**config.mk**
```make
export PLATFORM = sky130hd
export DESIGN_NAME = bit_stream_serializer_flat
export DESIGN_NICKNAME = d
export VERILOG_FILES = /design/src/rtl/bit_stream_serializer_if.sv /design/src/rtl/bit_stream_serializer.sv /design/src/flat_wrapper.sv
export SDC_FILE = /design/constraint.sdc
export NUM_CORES = 1
export LEC_CHECK = 0
export CAP_MARGIN = 30
export CELL_PAD_IN_SITES_DETAIL_PLACEMENT = 1
export CELL_PAD_IN_SITES_GLOBAL_PLACEMENT = 1
export CORE_UTILIZATION = 36
export DETAILED_ROUTE_END_ITERATION = 10
export GPL_TIMING_DRIVEN = 0
export PLACE_DENSITY_LB_ADDON = 0.1
export SYNTH_ARGS = -nofsm -noshare
export SYNTH_HDL_FRONTEND = slang
export SYNTH_SLANG_ARGS = --single-unit
```
**constraint.sdc**
```tcl
create_clock -name clk -period 1.5 [get_ports clk]
set_input_delay 0.375 -clock clk [delete_from_list [all_inputs] [get_ports clk]]
set_output_delay 0.375 -clock clk [all_outputs]
set_load 0.02 [all_outputs]
```
**src/rtl/bit_stream_serializer_if.sv**
```systemverilog
`default_nettype none
// +----------------------------------------------------------------------------+
// | Module   : bit_stream_serializer_if                                        |
// | Brief    : Word handshake and serial-output bundle for the serializer.     |
// | Revision : 1.0  initial release                                            |
// +----------------------------------------------------------------------------+
interface bit_stream_serializer_if #(
    parameter int WIDTH = 8
);
    logic             in_valid;
    logic             in_ready;
    logic [WIDTH-1:0] in_data;
    logic             dout;
    logic             dout_valid;
    logic             word_done;
    logic             busy;

    // master = word source / bit sink, slave = serializer
    modport master (
        output in_valid, in_data,
        input  in_ready, dout, dout_valid, word_done, busy
    );

    modport slave (
        input  in_valid, in_data,
        output in_ready, dout, dout_valid, word_done, busy
    );
endinterface
`default_nettype wire

```
**src/rtl/bit_stream_serializer.sv**
```systemverilog
`default_nettype none
// +----------------------------------------------------------------------------+
// | Module   : bit_stream_serializer                                           |
// | Brief    : WIDTH-bit words in over valid/ready, MSB-first serial bits out, |
// |            with a one-word holding buffer. Option macro: SER_PARITY_EN.    |
// | Revision : 1.0  initial release                                            |
// +----------------------------------------------------------------------------+
module bit_stream_serializer #(
    parameter int   WIDTH      = 8,
    parameter logic IDLE_LEVEL = 1'b0
) (
    input  wire                     clk,
    input  wire                     rst,
    bit_stream_serializer_if.slave  bus
);
    localparam int                 CNT_W = $clog2(WIDTH);
    localparam logic [CNT_W-1:0]   LAST  = CNT_W'(WIDTH - 1);

`ifdef SER_PARITY_EN
    typedef enum logic [1:0] {S_IDLE = 2'd0, S_SHIFT = 2'd1, S_PARITY = 2'd2} state_t;
`else
    typedef enum logic [1:0] {S_IDLE = 2'd0, S_SHIFT = 2'd1} state_t;
`endif

    state_t             state_q, state_d;
    logic               hold_full_q, hold_full_d;
    logic [WIDTH-1:0]   hold_data_q, hold_data_d;
    logic [WIDTH-1:0]   shreg_q, shreg_d;
    logic [CNT_W-1:0]   bitcnt_q, bitcnt_d;
`ifdef SER_PARITY_EN
    logic               parity_q, parity_d;
`endif
    logic               accept;
    logic               load;
    logic               dout_c, dout_valid_c, word_done_c;

    // in_ready deliberately ignores in_valid so the source sees no comb loop
    assign bus.in_ready = !hold_full_q && !rst;
    assign accept       = bus.in_valid && !hold_full_q;

    always_comb begin
        state_d     = state_q;
        hold_full_d = hold_full_q;
        hold_data_d = hold_data_q;
        shreg_d     = shreg_q;
        bitcnt_d    = bitcnt_q;
`ifdef SER_PARITY_EN
        parity_d    = parity_q;
`endif
        load        = 1'b0;

        case (state_q)
            S_IDLE: begin
                if (hold_full_q) begin
                    load = 1'b1;
                end
            end
            S_SHIFT: begin
                shreg_d = shreg_q << 1;
                if (bitcnt_q == LAST) begin
                    bitcnt_d = '0;
`ifdef SER_PARITY_EN
                    state_d  = S_PARITY;
`else
                    if (hold_full_q) begin
                        load = 1'b1;
                    end else begin
                        state_d = S_IDLE;
                    end
`endif
                end else begin
                    bitcnt_d = bitcnt_q + 1'b1;
                end
            end
`ifdef SER_PARITY_EN
            S_PARITY: begin
                if (hold_full_q) begin
                    load = 1'b1;
                end else begin
                    state_d = S_IDLE;
                end
            end
`endif
            default: state_d = S_IDLE;
        endcase

        // Load only happens with the buffer full, accept only with it empty,
        // so the two never collide on the same edge.
        if (load) begin
            shreg_d     = hold_data_q;
            bitcnt_d    = '0;
            hold_full_d = 1'b0;
            state_d     = S_SHIFT;
`ifdef SER_PARITY_EN
            parity_d    = ^hold_data_q;
`endif
        end
        if (accept) begin
            hold_data_d = bus.in_data;
            hold_full_d = 1'b1;
        end
    end

    always_ff @(posedge clk) begin
        if (rst) begin
            state_q     <= S_IDLE;
            hold_full_q <= 1'b0;
            hold_data_q <= '0;
            shreg_q     <= '0;
            bitcnt_q    <= '0;
`ifdef SER_PARITY_EN
            parity_q    <= 1'b0;
`endif
        end else begin
            state_q     <= state_d;
            hold_full_q <= hold_full_d;
            hold_data_q <= hold_data_d;
            shreg_q     <= shreg_d;
            bitcnt_q    <= bitcnt_d;
`ifdef SER_PARITY_EN
            parity_q    <= parity_d;
`endif
        end
    end

    // Outputs decode registered state only
    always_comb begin
        dout_c       = IDLE_LEVEL;
        dout_valid_c = 1'b0;
        word_done_c  = 1'b0;
        case (state_q)
            S_SHIFT: begin
                dout_c       = shreg_q[WIDTH-1];
                dout_valid_c = 1'b1;
`ifndef SER_PARITY_EN
                word_done_c  = (bitcnt_q == LAST);
`endif
            end
`ifdef SER_PARITY_EN
            S_PARITY: begin
                dout_c       = parity_q;
                dout_valid_c = 1'b1;
                word_done_c  = 1'b1;
            end
`endif
            default: ;
        endcase
    end

    assign bus.dout       = dout_c;
    assign bus.dout_valid = dout_valid_c;
    assign bus.word_done  = word_done_c;
    assign bus.busy       = (state_q != S_IDLE) || hold_full_q;
endmodule
`default_nettype wire

```
**src/flat_wrapper.sv**
```systemverilog
// flat-port wrapper written by rule: the top's interface ports become plain ports
module bit_stream_serializer_flat 
#(
    parameter int   WIDTH      = 8,
    parameter logic IDLE_LEVEL = 1'b0
)
  (clk, rst, bus_in_valid, bus_in_data, bus_in_ready, bus_dout, bus_dout_valid, bus_word_done, bus_busy);
  bit_stream_serializer_if #(.WIDTH(WIDTH)) bus_i ();
  input  wire clk;
  input  wire rst;
  input wire logic [$bits(bus_i.in_valid)-1:0] bus_in_valid;
  input wire logic [$bits(bus_i.in_data)-1:0] bus_in_data;
  output wire logic [$bits(bus_i.in_ready)-1:0] bus_in_ready;
  output wire logic [$bits(bus_i.dout)-1:0] bus_dout;
  output wire logic [$bits(bus_i.dout_valid)-1:0] bus_dout_valid;
  output wire logic [$bits(bus_i.word_done)-1:0] bus_word_done;
  output wire logic [$bits(bus_i.busy)-1:0] bus_busy;
  assign bus_i.in_valid = bus_in_valid;
  assign bus_i.in_data = bus_in_data;
  assign bus_in_ready = bus_i.in_ready;
  assign bus_dout = bus_i.dout;
  assign bus_dout_valid = bus_i.dout_valid;
  assign bus_word_done = bus_i.word_done;
  assign bus_busy = bus_i.busy;
  bit_stream_serializer #(.WIDTH(WIDTH), .IDLE_LEVEL(IDLE_LEVEL)) u_core (.clk(clk), .rst(rst), .bus(bus_i));
endmodule
```
# Word level (Yosys, flattened, before mapping)
# Cells that the tools add are included.
classes:
  add_sub_neg: 1
  eq_ne: 7
  muxes: 15
  n_bitwise: 1
  reduce_logical: 12
op_table:
  columns: ["cell", "n"]
  rows:
  - ["2-to-1 mux 8 bit", 2]
  - ["2-to-1 mux 1 bit", 8]
  - ["AND reduction 3 bit", 2]
  - ["nonzero test 2 bit", 3]
  - ["2-to-1 mux 2 bit", 2]
  - ["!= test 2 x 1 -> 1 bit, second input constant", 2]
  - ["case mux 2 bit (2 select lines)", 1]
  - ["adder 3 x 1 -> 3 bit, second input constant", 1]
  - ["== test 3 bit, second input constant", 1]
  - ["2-to-1 mux 3 bit", 1]
  - ["!= test 3 x 1 -> 1 bit, second input constant", 1]
  - ["!= test 3 bit, second input constant", 1]
  - ["== test 2 x 1 -> 1 bit, second input constant", 1]
  - ["logical AND 1 bit", 2]
  - ["logical NOT 1 bit", 2]
  - ["logical NOT 2 bit", 1]
  - ["!= test 2 bit, second input constant", 1]
  - ["case mux 1 bit (2 select lines)", 1]
  - ["OR reduction 2 bit", 1]
  - ["logical OR 1 bit", 1]
  - ["inverter 1 bit", 1]
word_totals:
  register_bits: 22
  input_bits: 11
  output_inout_bits: 5
  word_cells: 42

# Logic depth before layout (Yosys ltp)
# Gate-level depths: netlist of run 1.
depth:
  depth_word: 5
  mapped_depth: 6
  mapped_depth_nobuf: 5

# Least setup slack after synthesis of run 1
# No wires, ideal clock.
synth_path:
  kind: "register to register"
  startpoint: "reg u_core.bitcnt_q[0]"
  endpoint: "reg u_core.shreg_q[1]"
  setup_ns: 0.140
  arrival_time_ns: 1.278
  required_ns: 1.360
  path_slack_ns: 0.082
  path_stages_with_launch: 7
  n_path_buf: 1
  synth_period_minus_slack_ns: 1.418
  cell_sequence: "dfxtp_1 ha_1 ha_1 nand2b_1 buf_4 a211oi_2 nor4_2"
synth_via:
  elab_chain_len: 4
  elab_cells_between_ends: 5
  cone_classes: "1 x eq/ne; 3 x mux; 1 x reduce/logical"
synth_lines:
  columns: ["item", "line_no", "text"]
  rows:
  - ["start: declaration", "bit_stream_serializer.sv:29", "logic [CNT_W-1:0] bitcnt_q, bitcnt_d;"]
  - ["start signal: assignment", "bit_stream_serializer.sv:119", "bitcnt_q <= bitcnt_d;"]
  - ["== test 3 bit (*)", "bit_stream_serializer.sv:60", "if (bitcnt_q == LAST) begin"]
  - ["2-to-1 mux 1 bit (*)", "bit_stream_serializer.sv:60", null]
  - ["case mux 1 bit (2 select lines) (*)", "bit_stream_serializer.sv:52", "case (state_q)"]
  - ["2-to-1 mux 8 bit / nonzero test 2 bit (equally long branches)", null, null]
  - ["end signal: assignment", "bit_stream_serializer.sv:118", "shreg_q <= shreg_d;"]
  - ["end: declaration", "bit_stream_serializer.sv:28", "logic [WIDTH-1:0] shreg_q, shreg_d;"]
# Mark *: on every way between the ends. The rest lies on a longest branch, timed or not.
# A chain may end at the register's enable or synchronous reset.

# Worst setup path after layout of run 1
layout_path:
  startpoint: "reg u_core.bitcnt_q[1]"
  endpoint: "out bus_word_done"
layout_via:
  elab_chain_len: 2
layout_lines:
  columns: ["item", "line_no", "text"]
  rows:
  - ["== test 3 bit", "bit_stream_serializer.sv:136", "word_done_c = (bitcnt_q == LAST);"]
  - ["2-to-1 mux 1 bit", "bit_stream_serializer.sv:131", "case (state_q)"]
  - ["end: declaration", "flat_wrapper.sv:16", "output wire logic [$bits(bus_i.word_done)-1:0] bus_word_done;"]
# No other way between the ends.

==> metrics, run 1 <==
Mean Syn Cell Area=10.2 um2; min Tclk post-route=1.62 ns; final hold viol count=0; final wirelength=between 2000 and 2500 um; Lkg Pwr=0.505 nW; row count=18; vias in the first global route=820; ys async rst share=0%; Die ar.=between 2000 and 3000 um2; Hold Crit Depth=2; worst slew pin tran=a little under 0.7 ns; slew margin rel.=54.9%; htree depth=1; CTS Root Cell=clkbuf_4; DR DRC count=0; Tot Pwr=between 1 and 1.5 mW; Max Clock Skew=between 0.005 and 0.006 ns; R2R Path End=u_core.shreg_q[1]$_SDFFE_PP0P_; post-synth top area cell=dfxtp_1; Reg-to-Reg Start=u_core.bitcnt_q[1]$_SDFFE_PP0P_; flops & latches, synth=21; CTS tree=yes; Startpoint Class=flip-flop; cts-stage hold buffer count=0; clock-pin slew on the worst setup and hold paths=0.12 ns; Max Freq=~600 MHz; # nets final=~130; DRT iter0 DRCs=7; Seq/Total Area, Yosys=42.7%; Final setup viols=2; Arrival @ worst endpoint=1.24 ns; clock buffer depth=2; mapped cell area=approximately 980 um2; Synth top area share=between 40% and 50%; final cycle utilization of the critical path=108%; DIE HEIGHT=54.3 um; ys flop type=dfxtp_1; Crit. End Element=primary output; core box area=2520 um2; Worst VDD drop=slightly below 0.5 mV; I/O pin total=16; antenna violations before repair=0; antenna cell count=0; hold_sp=rst; Max-Cap Viols=0; RSZ-0062 raised after global routing=true; GR Overflow Total=0; status=finished, violations left; DIE WIDTH=~54 um; Routed Antenna Nets=0; Worst Hold Class=in2reg; worst hold endpoint=u_core.shreg_q[4]$_SDFFE_PP0P_; CP max FO=4; largest net degree at the start of global routing=13; Final WS setup=-0.118 ns; most area-consuming cells after synthesis=dfxtp_1, mux2i_1, a211oi_2, nor2_1, nor4_2; EDFF count, synth=0; Routed WL per cell=14.7 um; Final Max Slew Viols=0; pre-CTS setup slack=-0.811 ns; Non-Filler Instances=148; total track usage=about 18%; Reg2Reg Depth=6; WP data required=1.12 ns; WS Path Type=reg2out; failing checks=negative setup slack; CTS Buf Count=3; clk_lat worst skew=0.31 ns; Initial DRT Pass Iterations=2; post-synth cell types=23; first-pass GRT wire length=3720 um; final weighted congestion of routability-driven global placement=0.665; via/cell ratio=5.19; Sinks on Clock Net=21; Placed Cells=142; Layout area overhead=32.5%; vias after detailed routing=768; syn_nets=110; Post-Synthesis Cells=between 90 and 100; port bufs=15; YS warnings=0; Initial Utilization=between 30% and 40%; layout cell share with drive strength beyond 1=39.0%; r2r setup slk=0.04 ns; power density of the placed cells=951 nW/um2; Detail Placement HPWL=1420 um
## worst max-delay path, stage by stage (launching register included)
cell and delay, ns:
dfxtp_2 0.36, ha_4 0.16, ha_4 0.16, and2_4 0.13, buf_6 0.12
## Yosys cell counts (2+ instances only)
cell / count
a211oi_2: 7
and2_1: 3
buf_4: 4
dfxtp_1: 21
ha_1: 2
mux2i_1: 10
nor2_1: 22
nor3_2: 2
nor3b_1: 7
nor4_1: 2
nor4_2: 5
## power by group
| group | total [mW] | internal, mW | switching [mW] |
|---|---|---|---|
| Clock | 0.280 | 0.0996 | 0.180 |
| Combinational | 0.321 | 0.160 | 0.162 |
| Sequential | 0.639 | 0.605 | 0.0345 |
## layout by cell type, fill, tap and decap left out, types with 3 or more instances in the layout
| master | n |
|---|---|
| nor2_1 | 20 |
| dfxtp_1 | 17 |
| mux2i_1 | 10 |
| clkdlybuf4s50_1 | 9 |
| a211oi_2 | 7 |
| buf_6 | 5 |
| nor3b_2 | 5 |
| nor4_2 | 5 |
| buf_4 | 3 |
| buf_2 | 3 |
| clkbuf_4 | 3 |
| dfxtp_2 | 3 |
## through the flow
stage / cell area [um2] / utilization (%) / hold slack [ns] / setup TNS [ns]
after floorplan: 985 / - / 0.440 / 0
after global placement: 1170 / 46.5 / 0.452 / -4.52
after detailed placement: 1170 / 46.5 / 0.472 / -4.69
after CTS: 1260 / 50.0 / 0.433 / -0.235
after global routing: 1310 / 51.7 / 0.448 / -0.242
final: 1310 / 51.7 / 0.446 / -0.145
## final cells by class
class / instances / area, um2
fillers: 298 / 1220
multi-input cells: 67 / 569
flip-flops and latches: 21 / 428
repair buffers: 17 / 155
plain buffers: 8 / 83.8
well taps: 30 / 37.5
clock buffers: 3 / 22.5
clock inverters: 1 / 5.00
inverters: 1 / 3.75
## worst max-delay path by stage
stage	to	depth (start not counted)	start	slack, ns
after CTS	bus_word_done	4	u_core.bitcnt_q[1]$_SDFFE_PP0P_	-0.12
after global placement	bus_in_ready	4	rst	-0.80
after global routing	bus_word_done	4	u_core.bitcnt_q[1]$_SDFFE_PP0P_	-0.16
after detailed placement	bus_in_ready	4	rst	-0.81
final	bus_word_done	4	u_core.bitcnt_q[1]$_SDFFE_PP0P_	-0.12
after floorplan	u_core.shreg_q[1]$_SDFFE_PP0P_	6	u_core.bitcnt_q[0]$_SDFFE_PP0P_	0.08
## logic make-up (layout without fill, tap and decap cells)
| kind of cell | Yosys count | after routing | synth area share [%] |
|---|---|---|---|
| AND/OR/NAND/NOR | 46 | 46 | 28.5 |
| flip-flops | 21 | 21 | 42.7 |
| multiplexers | 10 | 10 | 10.2 |
| AO/OA/AOI/OAI | 9 | 9 | 10.3 |
| buffers and inverters | 9 | 30 | 5.84 |
| adder cells (fa/ha/maj) | 2 | 2 | 2.54 |
## sequential cells by signal, summed over array words and instances (netlist names)
signal	flops
u_core.bitcnt_q	3
u_core.hold_data_q	8
u_core.hold_full_q	1
u_core.shreg_q	8
u_core.state_q	1
## per-layer routing
layer / vias up / global-route usage, % / routed length (um)
met2: 13 / 30.1 / 1050
li1: 380 / - / -
met1: 371 / 22.2 / 1030
met5: - / 0 / 0
met4: 0 / 8.97 / 34
met3: 4 / 2.50 / 61
## timing repair
action	CTS	global route
resized for setup	36	13
buffers inserted	2	0
pin swaps	2	3
setup endpoints to repair	11	9
(Power assumes the default switching activity.)
==> run 2, diff against run 1 <==
CTS_CLUSTER_SIZE = 16   (was not set)
==> results of run 2 <==
No change in the layout: final DEF, timing and power equal those of run 1.
==> run 3, diff against run 2 <==
CAP_MARGIN = not set   (was 30)
==> results of run 3 <==
No change in the layout: final DEF, timing and power equal those of run 1.
